**config.mk**
```make
export PLATFORM = sky130hd
export DESIGN_NAME = wave_capture_ctrl
export DESIGN_NICKNAME = d
export VERILOG_FILES = /design/src/rtl/wave_capture_ctrl.sv
export SDC_FILE = /design/constraint.sdc
export NUM_CORES = 1
export LEC_CHECK = 0
export BUFFER_PORTS_ARGS = -buffer_cell sky130_fd_sc_hd__buf_2
export CELL_PAD_IN_SITES_DETAIL_PLACEMENT = 1
export CELL_PAD_IN_SITES_GLOBAL_PLACEMENT = 1
export CORE_MARGIN = 1
export CORE_UTILIZATION = 38
export CTS_CLUSTER_SIZE = 20
export DETAILED_ROUTE_END_ITERATION = 10
export PLACE_DENSITY = 0.75
export REMOVE_ABC_BUFFERS = 1
export SYNTH_ARGS = -nofsm -noshare
export SYNTH_HDL_FRONTEND = slang
export SYNTH_SLANG_ARGS = --single-unit
```
**constraint.sdc**
```tcl
create_clock -name clk -period 1.7 [get_ports clk]
set_clock_uncertainty 0.1 [all_clocks]
set_input_delay 0.34 -clock clk [delete_from_list [all_inputs] [get_ports clk]]
set_output_delay 0.34 -clock clk [all_outputs]
set_load 0.05 [all_outputs]
```
**src/rtl/wave_capture_ctrl.sv**
```systemverilog
// Capture sequencer for the double-buffered wave display sample RAM.
// Triggers on a rising zero crossing (or timeout) and fills the idle half.
module wave_capture_ctrl #(
    parameter int SAMPLE_W = 16,
    parameter int ADDR_W   = 8,
    parameter int TIMEOUT  = 1024
) (
    input  logic                clk,
    input  logic                reset,
    input  logic                sample_ready,
    input  logic [SAMPLE_W-1:0] sample_in,
    input  logic                frame_done,
    output logic                write_en,
    output logic [ADDR_W:0]     write_address,
    output logic [7:0]          write_sample,
    output logic                read_index,
    output logic                capturing,
    output logic                forced
);

    localparam int CNT_W = $clog2(TIMEOUT);
    localparam logic [CNT_W-1:0] CNT_LAST = CNT_W'(TIMEOUT - 1);
    localparam logic [ADDR_W-1:0] IDX_LAST = '1;

    typedef enum logic [1:0] {
        ARMED,
        ACTIVE,
        WAIT_FRAME
    } state_t;

    state_t            state;
    logic [ADDR_W-1:0] idx;
    logic [CNT_W-1:0]  tcount;
    logic              prev_neg;

    logic              neg;
    logic              trig;
    logic [7:0]        conv;
    logic              unused_low;

    assign neg        = sample_in[SAMPLE_W-1];
    assign trig       = sample_ready & prev_neg & ~neg;
    assign conv       = {~neg, sample_in[SAMPLE_W-2 -: 7]};
    assign unused_low = ^sample_in[SAMPLE_W-9:0];

    // The write half is always the one the display is not reading.
    always_ff @(posedge clk or negedge reset) begin
        if (!reset) begin
            state         <= ARMED;
            idx           <= '0;
            tcount        <= '0;
            prev_neg      <= 1'b0;
            write_en      <= 1'b0;
            write_address <= '0;
            write_sample  <= '0;
            read_index    <= 1'b0;
            capturing     <= 1'b0;
            forced        <= 1'b0;
        end else begin
            write_en <= 1'b0;
            if (sample_ready) begin
                prev_neg <= neg;
            end
            unique case (state)
                ARMED: begin
                    if (sample_ready) begin
                        if (trig || tcount == CNT_LAST) begin
                            write_en      <= 1'b1;
                            write_address <= {~read_index, {ADDR_W{1'b0}}};
                            write_sample  <= conv;
                            idx           <= ADDR_W'(1);
                            forced        <= ~trig;
                            tcount        <= '0;
                            capturing     <= 1'b1;
                            state         <= ACTIVE;
                        end else begin
                            tcount <= tcount + 1'b1;
                        end
                    end
                end
                ACTIVE: begin
                    if (sample_ready) begin
                        write_en      <= 1'b1;
                        write_address <= {~read_index, idx};
                        write_sample  <= conv;
                        idx           <= idx + 1'b1;
                        if (idx == IDX_LAST) begin
                            capturing <= 1'b0;
                            state     <= WAIT_FRAME;
                        end
                    end
                end
                WAIT_FRAME: begin
                    if (frame_done) begin
                        read_index <= ~read_index;
                        state      <= ARMED;
                    end
                end
                default: begin
                    state <= ARMED;
                end
            endcase
        end
    end

endmodule

```
==> flow_summary.ini, run 1 <==
[synth]
async_reset_ff_share_pct = 100
synth.distinct_cells = 41
netlist_top_cells_area = dfrtp_1 (51%), mux2_4 (5.1%), nand4b_1 (4.7%)
syn_area_mm2 = 0.00206
seq_area_frac_synth_pct = 51.0
yosys_warnings = 0
synth_area_leader_cell = dfrtp_1
netlist_instances = 184
synth-main-ff-cell = dfrtp_1
ys_ff_latch = 42
synth_top_cell_area_share_pct = 51.0
yosysMostFrequentCell = dfrtp_1
synth_common_cells = dfrtp_1 (42), o21ai_0 (12), inv_1 (11), nand2_1 (11), nand4b_1 (11)
syn_avg_cell_area_um2 = 11.2
synth_edf_count = 0

[placed_design]
gp_congestion = 0.775
place_hpwl_um = 3250
io_buffers = 32

[floorplanning]
die_w_um = 75.7
rows = 26
initial_core_util_pct = 39.9
core_mm2 = 0.00517
die_h_um = 75.7
pin_count = 41
dieArea_mm2 = 0.00573

[worst_setup_path]
critPathArrivalTime_ps = 1870
criticalPathCategory = flip-flop to flip-flop
critPathMaxStageDelay_ps = 410
worst-path-buf-inv = 1
startpoint_type = flip-flop
worstSetupEndpointType = flip-flop
cp_cell_sequence = ha_2 > and2_4 > a31o_4 > o21ai_4 > inv_6 > mux2_4
critPathRequiredTime_ps = 1770
cpMaxStageDelayCell = dfrtp_1
crit_family = compound AO/OA/AOI/OAI gates
critical_path.max_fanout = 16

[pwr]
vdd_drop_max_uv = 517
cellPowerDensity_mw_per_mm2 = 1280
leakage_nw = 1.30

[sta]
timing.fmax_ghz = 0.557
slew_violations = 0
finalCriticalPeriod_ps = 1800
finalHoldViolations = 0
tightestPinTransition_ps = 529
setup_viol = 18
fin_ws_ps = -96.6
final.period_utilization_pct = 106
rsz0062_at_grt = yes
slew_headroom_pct = 64.7
holdWs_ps = 16.6

[routing]
wl_per_cell_um = 17.3
dr.pass1.iters = 4
vias = 1698
drt_iter0_markers = 85
drc = 0
ant_nets = 0
vias_per_cell = 5.27
totalWireLength_um = 5570

[global_routing]
grt_usage_pct = 20.5
overflow = 0
grt_start_max_net_pins = 43
grt_pass1_vias = 1685
grt_pass1_wl_um = 8520
antenna_found_initial = 0

[final_layout]
post-route-util_pct = 52.7
fillers = 568
diodes = 0
fin_nets = 274
drive_gt1_share_pct = 42.9
area_growth_pct = 32.1

[clocking]
cts_buffers = 5
numClockSinks = 42
cts_max_level = 2
cts_tree = yes
worstSkewPairLatency_ps = 290
clkSlewWorstSetupHoldPaths_ps = 80
clock_path_buffers = 2
root_buffer = clkbuf_8

[status]
status = finished, violations left
violations = setup timing

[min_path]
hold_path.class = input pin to asynchronous set/reset pin

[flow_run]
drv_cap = 0
==> through the flow <==
step / setup slack [ps] / cells / total power [W] / setup TNS, ps / cell area (µm²)
floorplan: -226 / 175 / 0.00214 / -3120 / 2010
global placement: -75.3 / 307 / 0.00252 / -629 / 2480
global route: -139 / 322 / 0.00366 / -1920 / 2720
finish: -96.6 / 322 / 0.00348 / -893 / 2720
detailed placement: -159 / 307 / 0.00256 / -1340 / 2480
CTS: -73.5 / 318 / 0.00341 / -554 / 2680
==> power breakdown <==
| part | internal [W] | total, W | leakage (nW) | switching [W] |
|---|---|---|---|---|
| sequential | 0.00121 | 0.00137 | 0.531 | 0.000164 |
| combinational | 0.000474 | 0.00130 | 0.713 | 0.000827 |
| clock | 0.000470 | 0.000803 | 0.0573 | 0.000333 |
==> cells in the final DEF, fill, tap and decap left out, drive strengths merged, types with 3 or more instances in the layout <==
cell type  count
a21o           3
a21oi          7
and3           5
buf           69
clkbuf         6
dfrtp         42
inv           12
mux2           8
mux2i          5
nand2         11
nand3          3
nand4          8
nand4b        11
nor2          10
o21ai         22
xnor2          4
xor2           5
==> state kept, by name, indices dropped and copies added (netlist names) <==
register       flops
write_sample       8
state              2
idx                8
capturing          1
write_address      9
write_en           1
forced             1
prev_neg           1
read_index         1
tcount            10
==> path summary, 6_finish.rpt <==
kind / startpoint / end / slack, ps / cells past startpoint
max in group asynchronous: reset / tcount[1]$_DFFE_PN0P_ / 1120 / 2
worst max-delay path: tcount[0]$_DFFE_PN0P_ / write_sample[4]$_DFFE_PN0P_ / -100 / 6
worst min-delay path: reset / tcount[8]$_DFFE_PN0P_ / 20 / 2
worst min register to register: capturing$_DFFE_PN0P_ / capturing$_DFFE_PN0P_ / 400 / 1
min in group clk: sample_in[14] / write_sample[6]$_DFFE_PN0P_ / 180 / 2
worst max register to register: tcount[0]$_DFFE_PN0P_ / write_sample[4]$_DFFE_PN0P_ / -100 / 6
==> final cells by class <==
| type | count | area, µm² | area share [%] |
|---|---|---|---|
| clock buffers | 6 | 82.6 | 3.03 |
| flip-flops and latches | 42 | 1050 | 38.6 |
| repair buffers | 69 | 465 | 17.1 |
| clock inverters | 1 | 30.0 | 1.10 |
| inverters | 13 | 53.8 | 1.98 |
| multi-input cells | 121 | 953 | 35.0 |
| well taps | 70 | 87.6 | 3.22 |
==> metal layers <==
layer	GRT usage [%]	part of all wire, %
met2	32.5	48
met1	28.7	45
met5	0	0
met3	3.57	3.6
met4	6.38	2.6
==> kinds of logic after synthesis <==
logic type      share of synthesized area (%)
compound gates                           13.3
xor+xnor                                 3.82
fa+ha+maj                                1.21
buf+inv                                  5.10
flops                                    51.0
mux                                      8.07
simple gates                             17.5
==> what timing repair did <==
| action | 4_1_cts | 5_1_grt |
|---|---|---|
| setup buffers | 5 | 3 |
| hold endpoints to repair | 0 | 0 |
| pin swaps | 1 | 7 |
| gates resized for setup | 14 | 9 |
| hold buffers | 0 | 0 |
| gates cloned | 0 | 1 |
| endpoints found under the setup margin | 19 | 19 |
Power figures use the tool's default switching activity.
==> inputs of run 2 (changes only) <==
--- a/config.mk
+++ b/config.mk
@@ -14,6 +14,7 @@
 export DETAILED_ROUTE_END_ITERATION = 10
 export PLACE_DENSITY = 0.75
 export REMOVE_ABC_BUFFERS = 1
+export SETUP_SLACK_MARGIN = 0.15
 export SYNTH_ARGS = -nofsm -noshare
 export SYNTH_HDL_FRONTEND = slang
 export SYNTH_SLANG_ARGS = --single-unit
==> flow_summary.ini, run 2 (synthesis results as in run 1) <==
[routing]
drc = 0
dr.pass1.iters = 4
vias_per_cell = 5.54
vias = 1835
ant_nets = 0
totalWireLength_um = 7010
drt_iter0_markers = 193
wl_per_cell_um = 21.2

[worst_setup_path]
worstSetupEndpointType = flip-flop
critical_path.max_fanout = 16
timing.rr.start = tcount[0]$_DFFE_PN0P_
critPathArrivalTime_ps = 1930
critPathRequiredTime_ps = 1790
startpoint_type = flip-flop
cp_cell_sequence = ha_2 > and2_4 > a31o_4 > o21ai_4 > inv_6 > mux2_4
worst-path-buf-inv = 1
critPathMaxStageDelay_ps = 410
worst_r2r_path_depth = 6
reg2reg_slack_ps = -140
criticalPathCategory = flip-flop to flip-flop
cpMaxStageDelayCell = dfrtp_1
crit_family = compound AO/OA/AOI/OAI gates
rr_endpoint = write_sample[0]$_DFFE_PN0P_

[clocking]
numClockSinks = 42
cts_buffers = 5
cts_max_level = 2
cts_tree = yes
cts_hold_buffers = 0
clkSlewWorstSetupHoldPaths_ps = 80
clock_path_buffers = 2
worstSkewPairLatency_ps = 300
root_buffer = clkbuf_8

[final_layout]
area_growth_pct = 45.9
drive_gt1_share_pct = 54.4
regMostFlops = tcount
largestRegisters = tcount (10), write_address (9)
final_common_cell = dfrtp_1
post-route-util_pct = 58.2
fin_nets = 283
layout_common_cells = dfrtp_1 (42), buf_4 (33), buf_2 (32), o21ai_2 (15)
final_cell_count_no_fill = 331
largest_reg_flops = 10
diodes = 0

[sta]
final.period_utilization_pct = 108
tightestPinTransition_ps = 539
finalHoldViolations = 10
slew_violations = 0
fin_ws_ps = -143
setup_viol = 23
rsz0062_at_grt = yes
finalCriticalPeriod_ps = 1840
holdWs_ps = -8.88
slew_headroom_pct = 64.1
timing.fmax_ghz = 0.543
setup_tns_ps = -1540

[floorplanning]
core_mm2 = 0.00517
die_w_um = 75.7
pin_count = 41
rows = 26
die_h_um = 75.7
dieArea_mm2 = 0.00573
initial_core_util_pct = 39.9

[global_routing]
grt_pass1_vias = 1821
overflow = 0
grt_start_max_net_pins = 43
use_met2_pct = 35.2
use_met3_pct = 5.29
grt_usage_pct = 22.8
antenna_found_initial = 0
grt_pass1_wl_um = 9360
busiest_layer = met2
grt_util_met1_pct = 29.9

[pwr]
p_seq_share_pct = 36.9
combPwrFrac_pct = 40.9
swShare_pct = 40.0
cellPowerDensity_mw_per_mm2 = 1240
p_clk_share_pct = 22.3
netSwitchingPower_w = 0.00150
p_int_w = 0.00224
leakage_nw = 1.40
vdd_drop_max_uv = 549

[placed_design]
place_ws_ps = -159
dp_cells = 307
io_buffers = 32
place_hpwl_um = 3250
gp_congestion = 0.775

[status]
violations = hold timing, setup timing
status = finished, violations left

[flow_run]
drv_cap = 0

[min_path]
hold_path.class = input pin to asynchronous set/reset pin
## run 2: power by group through the flow
stage,sequential (W),clock (W),combinational (W)
after global placement,0.00135,0,0.00116
after floorplan,0.00174,0,0.000401
after CTS,0.00135,0.000821,0.00135
final,0.00138,0.000831,0.00153
after detailed placement,0.00137,0,0.00120
after global routing,0.00141,0.000897,0.00162
## run 2: cell type report
cell class,instances,area (µm²)
repair buffers,79,587
multi-input cells,120,1110
inverters,13,57.6
well taps,70,87.6
clock buffers,6,82.6
flip-flops and latches,42,1050
fillers,546,2160
clock inverters,1,30.0
## run 2: how the worst max path moves through the flow
stage                           from                          end  slack [ps]  depth (start not counted)
2_1_floorplan   state[0]$_DFFE_PN0P_        tcount[6]$_DFFE_PN0P_        -230                          4
3_3_place_gp   tcount[0]$_DFFE_PN0P_  write_sample[4]$_DFFE_PN0P_         -80                          6
3_5_place_dp   tcount[0]$_DFFE_PN0P_           idx[3]$_DFFE_PN0P_        -160                          7
4_1_cts        tcount[0]$_DFFE_PN0P_  write_sample[4]$_DFFE_PN0P_         -80                          6
5_1_grt        tcount[0]$_DFFE_PN0P_  write_sample[0]$_DFFE_PN0P_        -170                          6
6_report       tcount[0]$_DFFE_PN0P_  write_sample[0]$_DFFE_PN0P_        -140                          6
## run 2: timing repair
item,4_1_cts,5_1_grt
pin swaps,17,7
gates cloned,2,0
buffers inserted,8,7
gates resized for setup,46,31
setup endpoints to repair,37,41
## run 2: metal layers
metal / wire, µm / vias up
li1: - / 815
met1: 2880 / 920
met2: 3560 / 80
met3: 353 / 20
met4: 215 / 0
met5: 0 / -
## run 2: per-stage QoR
stage	total power (W)	instance area [µm²]	hold slack (ps)
2_1_floorplan	0.00214	2010	-55.6
3_3_place_gp	0.00252	2480	347
3_5_place_dp	0.00256	2480	350
4_1_cts	0.00352	2830	35.2
5_1_grt	0.00392	3010	32.0
6_report	0.00374	3010	-8.88
==> inputs of run 3 (changes only) <==
--- a/config.mk
+++ b/config.mk
@@ -5,13 +5,13 @@
 export SDC_FILE = /design/constraint.sdc
 export NUM_CORES = 1
 export LEC_CHECK = 0
-export BUFFER_PORTS_ARGS = -buffer_cell sky130_fd_sc_hd__buf_2
 export CELL_PAD_IN_SITES_DETAIL_PLACEMENT = 1
 export CELL_PAD_IN_SITES_GLOBAL_PLACEMENT = 1
 export CORE_MARGIN = 1
-export CORE_UTILIZATION = 38
+export CORE_UTILIZATION = 44
 export CTS_CLUSTER_SIZE = 20
 export DETAILED_ROUTE_END_ITERATION = 10
+export DONT_BUFFER_PORTS = 1
 export PLACE_DENSITY = 0.75
 export REMOVE_ABC_BUFFERS = 1
 export SETUP_SLACK_MARGIN = 0.15
==> flow_summary.ini, run 3 (synthesis results as in run 1) <==
[global_routing]
overflow = 0
grt_start_max_net_pins = 43
grt_usage_pct = 25.0
grt_pass1_wl_um = 9460
grt_pass1_vias = 1790
antenna_found_initial = 0

[final_layout]
fin_nets = 239
design_area_mm2 = 0.00268
area_growth_pct = 30.2
regMostFlops = tcount
diodes = 0
drive_gt1_share_pct = 43.6
post-route-util_pct = 60.8
largestRegisters = tcount (10), write_address (9)
final_common_cell = dfrtp_1
largest_reg_flops = 10
layout_common_cells = dfrtp_1 (42), buf_4 (24), o21ai_2 (16), inv_1 (11), nand4b_1 (11)

[worst_setup_path]
critical_path.max_fanout = 5
critPathArrivalTime_ps = 1930
worstSetupEndpointType = flip-flop
criticalPathCategory = flip-flop to flip-flop
critPathRequiredTime_ps = 1790
startpoint_type = flip-flop

[pwr]
cellPowerDensity_mw_per_mm2 = 1290
total_power_w = 0.00346
leakage_nw = 1.19
vdd_drop_max_uv = 709

[min_path]
hold_path.class = input pin to flip-flop

[status]
violations = setup timing
status = finished, violations left

[sta]
tightestPinTransition_ps = 523
timing.fmax_ghz = 0.542
final.period_utilization_pct = 109
rsz0062_at_grt = yes
setup_tns_ps = -1900
finalHoldViolations = 0
slew_headroom_pct = 65.1
setup_viol = 25
fin_ws_ps = -145
slew_violations = 0
finalCriticalPeriod_ps = 1850

[routing]
drt_iter0_markers = 134
drc = 0
totalWireLength_um = 5940
wl_per_cell_um = 22.0
vias_per_cell = 5.95
vias = 1607
ant_nets = 0
dr.pass1.iters = 4

[floorplanning]
die_w_um = 70.5
rows = 24
initial_core_util_pct = 46.7
core_mm2 = 0.00441
die_h_um = 70.5
pin_count = 41
dieArea_mm2 = 0.00496

[clocking]
clock_path_buffers = 2
cts_buffers = 5
root_buffer = clkbuf_8
numClockSinks = 42
cts_max_level = 2
clkSlewWorstSetupHoldPaths_ps = 80
worstSkewPairLatency_ps = 300
cts_tree = yes

[placed_design]
io_buffers = 0
place_ws_ps = -142
place_hpwl_um = 3710
place_area_mm2 = 0.00224
gp_congestion = 0.786

[flow_run]
drv_cap = 0
run 3: critical path, stage by stage, from the launching register on:
cell	delay, ps
dfrtp_1	410
ha_2	200
and2_4	140
a31o_4	220
o21ai_4	230
inv_2	130
mux2_4	310
run 3: per-layer routing:
metal | global-route usage, % | wire (µm) | vias to the layer above
met5 | 0 | 0 | -
met4 | 8.00 | 104 | 0
met3 | 4.76 | 168 | 11
met2 | 44.7 | 3260 | 30
met1 | 30.2 | 2400 | 842
li1 | - | - | 724
run 3: report_power, final:
group	switching, W	total [W]	internal (W)
Clock	0.000360	0.000798	0.000438
Combinational	0.000475	0.000909	0.000434
Sequential	0.000549	0.00175	0.00120
Total	0.00138	0.00346	0.00207
run 3: what timing repair did:
item                                    4_1_cts  5_1_grt
pin swaps                                    16       11
endpoints found under the setup margin       38       39
cloned                                        3        0
hold endpoints to repair                     42        0
resized for setup                            33       26
hold buffers                                  2        0
setup buffers                                 5        4
run 3: cell type report:
class | instances | area, µm²
Multi-Input combinational cell | 121 | 1080
Tap cell | 52 | 65.1
Timing Repair Buffer | 33 | 312
Clock buffer | 6 | 72.6
Inverter | 13 | 57.6
Clock inverter | 2 | 37.5
Fill cell | 450 | 1730
Sequential cell | 42 | 1050
Timing Repair inverter | 1 | 3.75
run 3: path summary, 6_finish.rpt:
path,end,depth (start not counted),start,slack (ps)
worst max-delay path,write_sample[0]$_DFFE_PN0P_,6,tcount[1]$_DFFE_PN0P_,-150
min in group asynchronous,read_index$_DFFE_PN0P_,2,reset,390
max in group asynchronous,tcount[4]$_DFFE_PN0P_,2,reset,890
worst max register to register,write_sample[0]$_DFFE_PN0P_,6,tcount[1]$_DFFE_PN0P_,-150
worst min register to register,prev_neg$_DFFE_PN0P_,1,prev_neg$_DFFE_PN0P_,470
worst min-delay path,write_sample[7]$_DFFE_PN0P_,1,sample_in[15],20
run 3: through the flow:
stage	cells	hold slack, ps
5_1_grt	270	33.7
6_report	270	21.8
3_3_place_gp	248	-54.4
3_5_place_dp	248	-54.1
4_1_cts	266	20.2
2_1_floorplan	175	-55.6
